`src/rtl/hb3_feedback.sv`:
```
// hb3_feedback: HB3 Hall-sensor quadrature decoder.
// Synchronizes SA/SB, tracks a signed wrapping position and the rotation direction,
// flags illegal double transitions, and reports edges per fixed gate window as speed.
module hb3_feedback #(
  parameter int unsigned GATE_CYCLES = 100000,
  parameter int unsigned POS_WIDTH   = 16,
  parameter int unsigned SPD_WIDTH   = 12
) (
  input  logic                 clk,
  input  logic                 rst,
  input  logic                 sa,
  input  logic                 sb,
  input  logic                 clear,
  output logic [POS_WIDTH-1:0] position,
  output logic                 direction,
  output logic [SPD_WIDTH-1:0] speed,
  output logic                 speed_valid,
  output logic                 moving,
  output logic                 error
);

  localparam int unsigned          GATE_W    = (GATE_CYCLES > 1) ? $clog2(GATE_CYCLES) : 1;
  localparam logic [GATE_W-1:0]    GATE_LAST = GATE_W'(GATE_CYCLES - 1);
  localparam logic [SPD_WIDTH-1:0] SPD_MAX   = '1;

  logic                 r_sa_meta;
  logic                 r_sa_sync;
  logic                 r_sb_meta;
  logic                 r_sb_sync;
  logic [1:0]           r_ab_prev;
  logic                 r_primed;
  logic [POS_WIDTH-1:0] r_position;
  logic                 r_direction;
  logic                 r_error;
  logic [GATE_W-1:0]    r_gate;
  logic [SPD_WIDTH-1:0] r_edge_cnt;
  logic [SPD_WIDTH-1:0] r_speed;
  logic                 r_speed_valid;
  logic                 r_moving;

  logic [1:0]           w_cur;
  logic                 w_fwd;
  logic                 w_rev;
  logic                 w_illegal;
  logic                 w_edge;
  logic                 w_terminal;
  logic [SPD_WIDTH:0]   w_edge_sum;
  logic [SPD_WIDTH-1:0] w_edge_sat;

  assign w_cur      = {r_sa_sync, r_sb_sync};
  assign w_edge     = w_fwd | w_rev;
  assign w_terminal = (r_gate == GATE_LAST);
  // Edge count plus this cycle's edge, clamped; the counter never exceeds max so +1 overflow is the only case.
  assign w_edge_sum = {1'b0, r_edge_cnt} + (SPD_WIDTH + 1)'(w_edge);
  assign w_edge_sat = w_edge_sum[SPD_WIDTH] ? SPD_MAX : w_edge_sum[SPD_WIDTH-1:0];

  // Two-flop synchronizers for the asynchronous sensor pins.
  always_ff @(posedge clk or posedge rst) begin
    if (rst) begin
      r_sa_meta <= 1'b0;
      r_sa_sync <= 1'b0;
      r_sb_meta <= 1'b0;
      r_sb_sync <= 1'b0;
    end else begin
      r_sa_meta <= sa;
      r_sa_sync <= r_sa_meta;
      r_sb_meta <= sb;
      r_sb_sync <= r_sb_meta;
    end
  end

  // Classify the previous->current Gray transition (A leads B = forward).
  always_comb begin
    w_fwd     = 1'b0;
    w_rev     = 1'b0;
    w_illegal = 1'b0;
    if (r_primed) begin
      case ({r_ab_prev, w_cur})
        4'b00_10, 4'b10_11, 4'b11_01, 4'b01_00: w_fwd     = 1'b1;
        4'b00_01, 4'b01_11, 4'b11_10, 4'b10_00: w_rev     = 1'b1;
        4'b00_11, 4'b11_00, 4'b10_01, 4'b01_10: w_illegal = 1'b1;
        default: ;
      endcase
    end
  end

  // Previous-state register; the first cycle after reset only primes it.
  always_ff @(posedge clk or posedge rst) begin
    if (rst) begin
      r_ab_prev <= 2'b00;
      r_primed  <= 1'b0;
    end else begin
      r_ab_prev <= w_cur;
      r_primed  <= 1'b1;
    end
  end

  // Position, direction and sticky error; clear wins over a same-cycle step or error.
  always_ff @(posedge clk or posedge rst) begin
    if (rst) begin
      r_position  <= '0;
      r_direction <= 1'b0;
      r_error     <= 1'b0;
    end else begin
      if (clear) begin
        r_position <= '0;
      end else if (w_fwd) begin
        r_position <= r_position + POS_WIDTH'(1);
      end else if (w_rev) begin
        r_position <= r_position - POS_WIDTH'(1);
      end

      if (w_fwd) begin
        r_direction <= 1'b1;
      end else if (w_rev) begin
        r_direction <= 1'b0;
      end

      if (clear) begin
        r_error <= 1'b0;
      end else if (w_illegal) begin
        r_error <= 1'b1;
      end
    end
  end

  // Free-running gate counter defining the speed window.
  always_ff @(posedge clk or posedge rst) begin
    if (rst) begin
      r_gate <= '0;
    end else if (w_terminal) begin
      r_gate <= '0;
    end else begin
      r_gate <= r_gate + GATE_W'(1);
    end
  end

  // Per-window edge counting and speed/moving publication on the terminal cycle.
  always_ff @(posedge clk or posedge rst) begin
    if (rst) begin
      r_edge_cnt    <= '0;
      r_speed       <= '0;
      r_speed_valid <= 1'b0;
      r_moving      <= 1'b0;
    end else if (w_terminal) begin
      r_edge_cnt    <= '0;
      r_speed       <= w_edge_sat;
      r_speed_valid <= 1'b1;
      r_moving      <= (w_edge_sat != '0);
    end else begin
      r_edge_cnt    <= w_edge_sat;
      r_speed_valid <= 1'b0;
    end
  end

  assign position    = r_position;
  assign direction   = r_direction;
  assign speed       = r_speed;
  assign speed_valid = r_speed_valid;
  assign moving      = r_moving;
  assign error       = r_error;

endmodule
```
`config.mk`:
```
export PLATFORM = sky130hd
export DESIGN_NAME = hb3_feedback
export DESIGN_NICKNAME = d
export VERILOG_FILES = /design/src/rtl/hb3_feedback.sv
export SDC_FILE = /design/constraint.sdc
export NUM_CORES = 1
export LEC_CHECK = 0
export ABC_AREA = 1
export ABC_CLOCK_PERIOD_IN_PS = 3200
export BUFFER_PORTS_ARGS = -buffer_cell sky130_fd_sc_hd__clkbuf_2
export CAP_MARGIN = 5
export CELL_PAD_IN_SITES_DETAIL_PLACEMENT = 1
export CELL_PAD_IN_SITES_GLOBAL_PLACEMENT = 2
export CORE_MARGIN = 2
export CORE_UTILIZATION = 36
export CTS_BUF_LIST = sky130_fd_sc_hd__clkbuf_4
export CTS_CLUSTER_SIZE = 10
export DETAILED_ROUTE_END_ITERATION = 7
export PLACE_DENSITY = 0.9
export SETUP_SLACK_MARGIN = 0.05
export SYNTH_ARGS = -nofsm -noshare
export SYNTH_HDL_FRONTEND = slang
export SYNTH_SLANG_ARGS = --single-unit
```
`constraint.sdc`:
```
create_clock -name clk -period 3.2 [get_ports clk]
set_clock_uncertainty 0.1 [all_clocks]
set_input_delay 0.96 -clock clk [delete_from_list [all_inputs] [get_ports clk]]
set_output_delay 0.96 -clock clk [all_outputs]
set_load 0.01 [all_outputs]
```
==> summary.txt <==
largest family of logic cells by synthesized area = simple AND/OR/NAND/NOR gates
Core Util, Final = 0.4231
Static Leakage = 2.415 nW
Min-Delay Path Class = register to register
core box area = 0.01042 mm²
Crit path required time = 3.45 ns
hold_buf cts = 0
Logic pwr share = 0.367
crit path max-delay cell type = dfrtp_1
total track usage = 0.1780
setup tns final = 0 ns
crit start category = register
Clk pwr share = 0.251
adder-cell area share of the yosys netlist = 0.06620
Routed WL per cell = 13.74 µm
Post-synth EDFFs = 0
Simple-Gate Fraction of Synth Area = 0.2972
Period minus WS final = 2.762 ns
Die Area = 0.01166 mm²
CP cell instances = xnor2_2 > nand3_4 > nand2_4 > ha_1 > ha_1 > nand3_1 > inv_1 > nand2_1 > nor2_1 > nor2_1 > nand2_1 > nor2_1 > nand2_1 > nor2_1 > nor2_1
Final GP Congestion = 0.8095
Max-Cap Viols = 0
clock tree buffer depth = 2
Power, Total = 2.701 mW
largest net degree at the start of global routing = 59
critical path class = register to register
final layout net count = 566
initial antenna violation count = 0
drt drc = 0
H-tree lvl count = 3
VDD IR max = 0.2328 mV
synthesized area = 0.003894 mm²
CTS tree = yes
Hold Fails Final Rpt = 0
PD cells = 612.9 mW/mm²
Die W = 108 µm
placed cell count = 666
# port buffers = 36
synth top area cells = dfrtp_1 (44%), nand2_1 (14%), inv_1 (6.2%)
Layout Cells excl Fill = 682
ys flop type = dfrtp_1
Post-synth ARST share = 1.000
compound-gate portion of the synthesized area = 0.08194
root buf cell = clkbuf_4
worst-path fanout max = 21
1st-iter DRT viols = 91
share of post-route cells with drive strength above 1 = 0.1392
Initial Utilization = 0.3738
syn nets = 522
total routed wirelength = 9374 µm
status = finished, final reports clean
first-pass GRT wire length = 16480 µm
register area = 0.001702 mm²
Reg clk slew, reported paths = 0.12 ns
flops & latches, synth = 68
Avg Inst Size Synth = 7.834 µm²
Post-DP HPWL = 6992 µm
worst hold slack = 0.2645 ns
critical path capture point type = register
post-route ant nets = 0
WP data arrival = 3.01 ns
internal power = 1.654 mW
Max Slew Vio Count = 0
Yosys top cell area share = 0.4370
Rows = 37
mux cell area share after synthesis = 0
Synth cell types = 35
critical path's most frequent cell = nor2_1
postcts setup bufs = 0
area of the multi-input gates = 0.001911 mm²
iteration count of the initial detailed-routing pass = 4
area grow syn2layout = 13.17%
worst skew pair latency = 0.41 ns
post-CTS sizing = 0
final-report setup violation count = 0
Via Count = 3283
sequential share of power = 0.381
Final Cycle Share = 0.8632
Fillers = 1305
Die Span Y = 108 µm
n_diodes = 0
GRT overflow = 0
fmax = 0.3620 GHz
CTS Buf Count = 9
CP max stage delay = 0.45 ns
post-synthesis xor/xnor area fraction = 0.04434
Sw Share = 0.3877
vias in the first global route = 3545
Post-Syn Instances = 497
Ports = 37
Synth Warn # = 0
sequential share of the synthesized area = 0.4370
DR vias/cell = 4.814
clock sink count = 68
RSZ-0062 raised after global routing = no
post-synth top area cell = dfrtp_1
P_sw = 1.047 mW
[registers in the layout, indices dropped and copies added, names as in the netlist, 2 cells and up]
| signal | count |
|---|---|
| r_edge_cnt | 12 |
| speed | 12 |
| r_ab_prev | 2 |
| r_gate | 17 |
| position | 16 |
[kinds of logic after synthesis]
| kind of cell | after synthesis |
|---|---|
| AO/OA/AOI/OAI | 53 |
| buffers and inverters | 70 |
| AND/OR/NAND/NOR | 267 |
| adder cells (fa/ha/maj) | 20 |
| flip-flops | 68 |
| other | 1 |
| XOR/XNOR | 18 |
[power by group through the flow]
| stage | Combinational (mW) | Sequential (mW) | Clock [mW] |
|---|---|---|---|
| after floorplan | 0.737 | 1.05 | 0 |
| after global placement | 0.968 | 1.05 | 0 |
| after detailed placement | 0.997 | 1.05 | 0 |
| after CTS | 1.00 | 1.03 | 0.707 |
| after global routing | 1.16 | 1.04 | 0.738 |
| final | 0.992 | 1.03 | 0.679 |
[Yosys cell counts (2+ instances only)]
cell type,n
dfrtp_1,68
a31oi_1,2
nand2_1,149
xnor2_1,8
nor3_1,10
nand3_1,41
xor2_1,8
nor2_1,46
o21ai_0,17
o21bai_1,2
a21oi_1,21
ha_1,19
nand4_1,7
nand3b_1,3
or2_2,5
inv_1,64
buf_2,2
o21ai_2,8
[worst paths after layout]
| kind | start | end | slack [ns] | cells past startpoint |
|---|---|---|---|---|
| max | r_sb_sync | moving | 0.44 | 15 |
| min | r_sb_meta | r_sb_sync | 0.26 | 0 |
| max reg2reg | r_sb_sync | moving | 0.44 | 15 |
| min reg2reg | r_sb_meta | r_sb_sync | 0.26 | 0 |
| max in group asynchronous | rst | speed[6] | 2.05 | 3 |
| min in group asynchronous | rst | r_gate[15] | 0.35 | 2 |
[stage by stage]
stage | instance area (µm²) | setup WS [ns]
global placement | 4239 | 0.5180
CTS | 4407 | 0.3939
finish | 4407 | 0.4377
detailed placement | 4239 | 0.4404
floorplan | 3894 | 0.4285
global route | 4407 | 0.07840
[cell type report]
type | count | share of cell area
clock inverter | 5 | 0.01931
timing repair buffer | 38 | 0.04713
multi-input combinational | 359 | 0.4336
inverter | 65 | 0.05650
clock buffer | 11 | 0.01874
tap | 136 | 0.03861
sequential | 68 | 0.3861
[cells in the final DEF (no fill, tap or decap), types with 8 or more instances in the layout]
master / netlist / layout
a21oi_1: 21 / 21
clkbuf_2: 0 / 36
clkbuf_4: 0 / 11
dfrtp_1: 68 / 68
ha_1: 19 / 19
inv_1: 64 / 63
nand2_1: 149 / 149
nand3_1: 41 / 41
nor2_1: 46 / 46
nor3_1: 10 / 10
o21ai_0: 17 / 17
o21ai_2: 8 / 8
xnor2_1: 8 / 8
xor2_1: 8 / 8
[worst max-delay path: cells and delay by family, from the launching register on]
family | cells | cell delay [ns]
XOR/XNOR | 1 | 0.27
adder cells (fa/ha/maj) | 2 | 0.41
buffers and inverters | 1 | 0.11
flip-flops | 1 | 0.45
AND/OR/NAND/NOR | 11 | 1.36
[routing by layer]
layer | up-vias | global-route usage | routed length, µm
li1 | 1671 | - | -
met1 | 1561 | 0.2099 | 4189
met2 | 44 | 0.3239 | 4805
met3 | 7 | 0.04521 | 267
met4 | 0 | 0.04212 | 110
met5 | - | 0 | 0
Note: power is estimated with default switching activity, not from simulation.
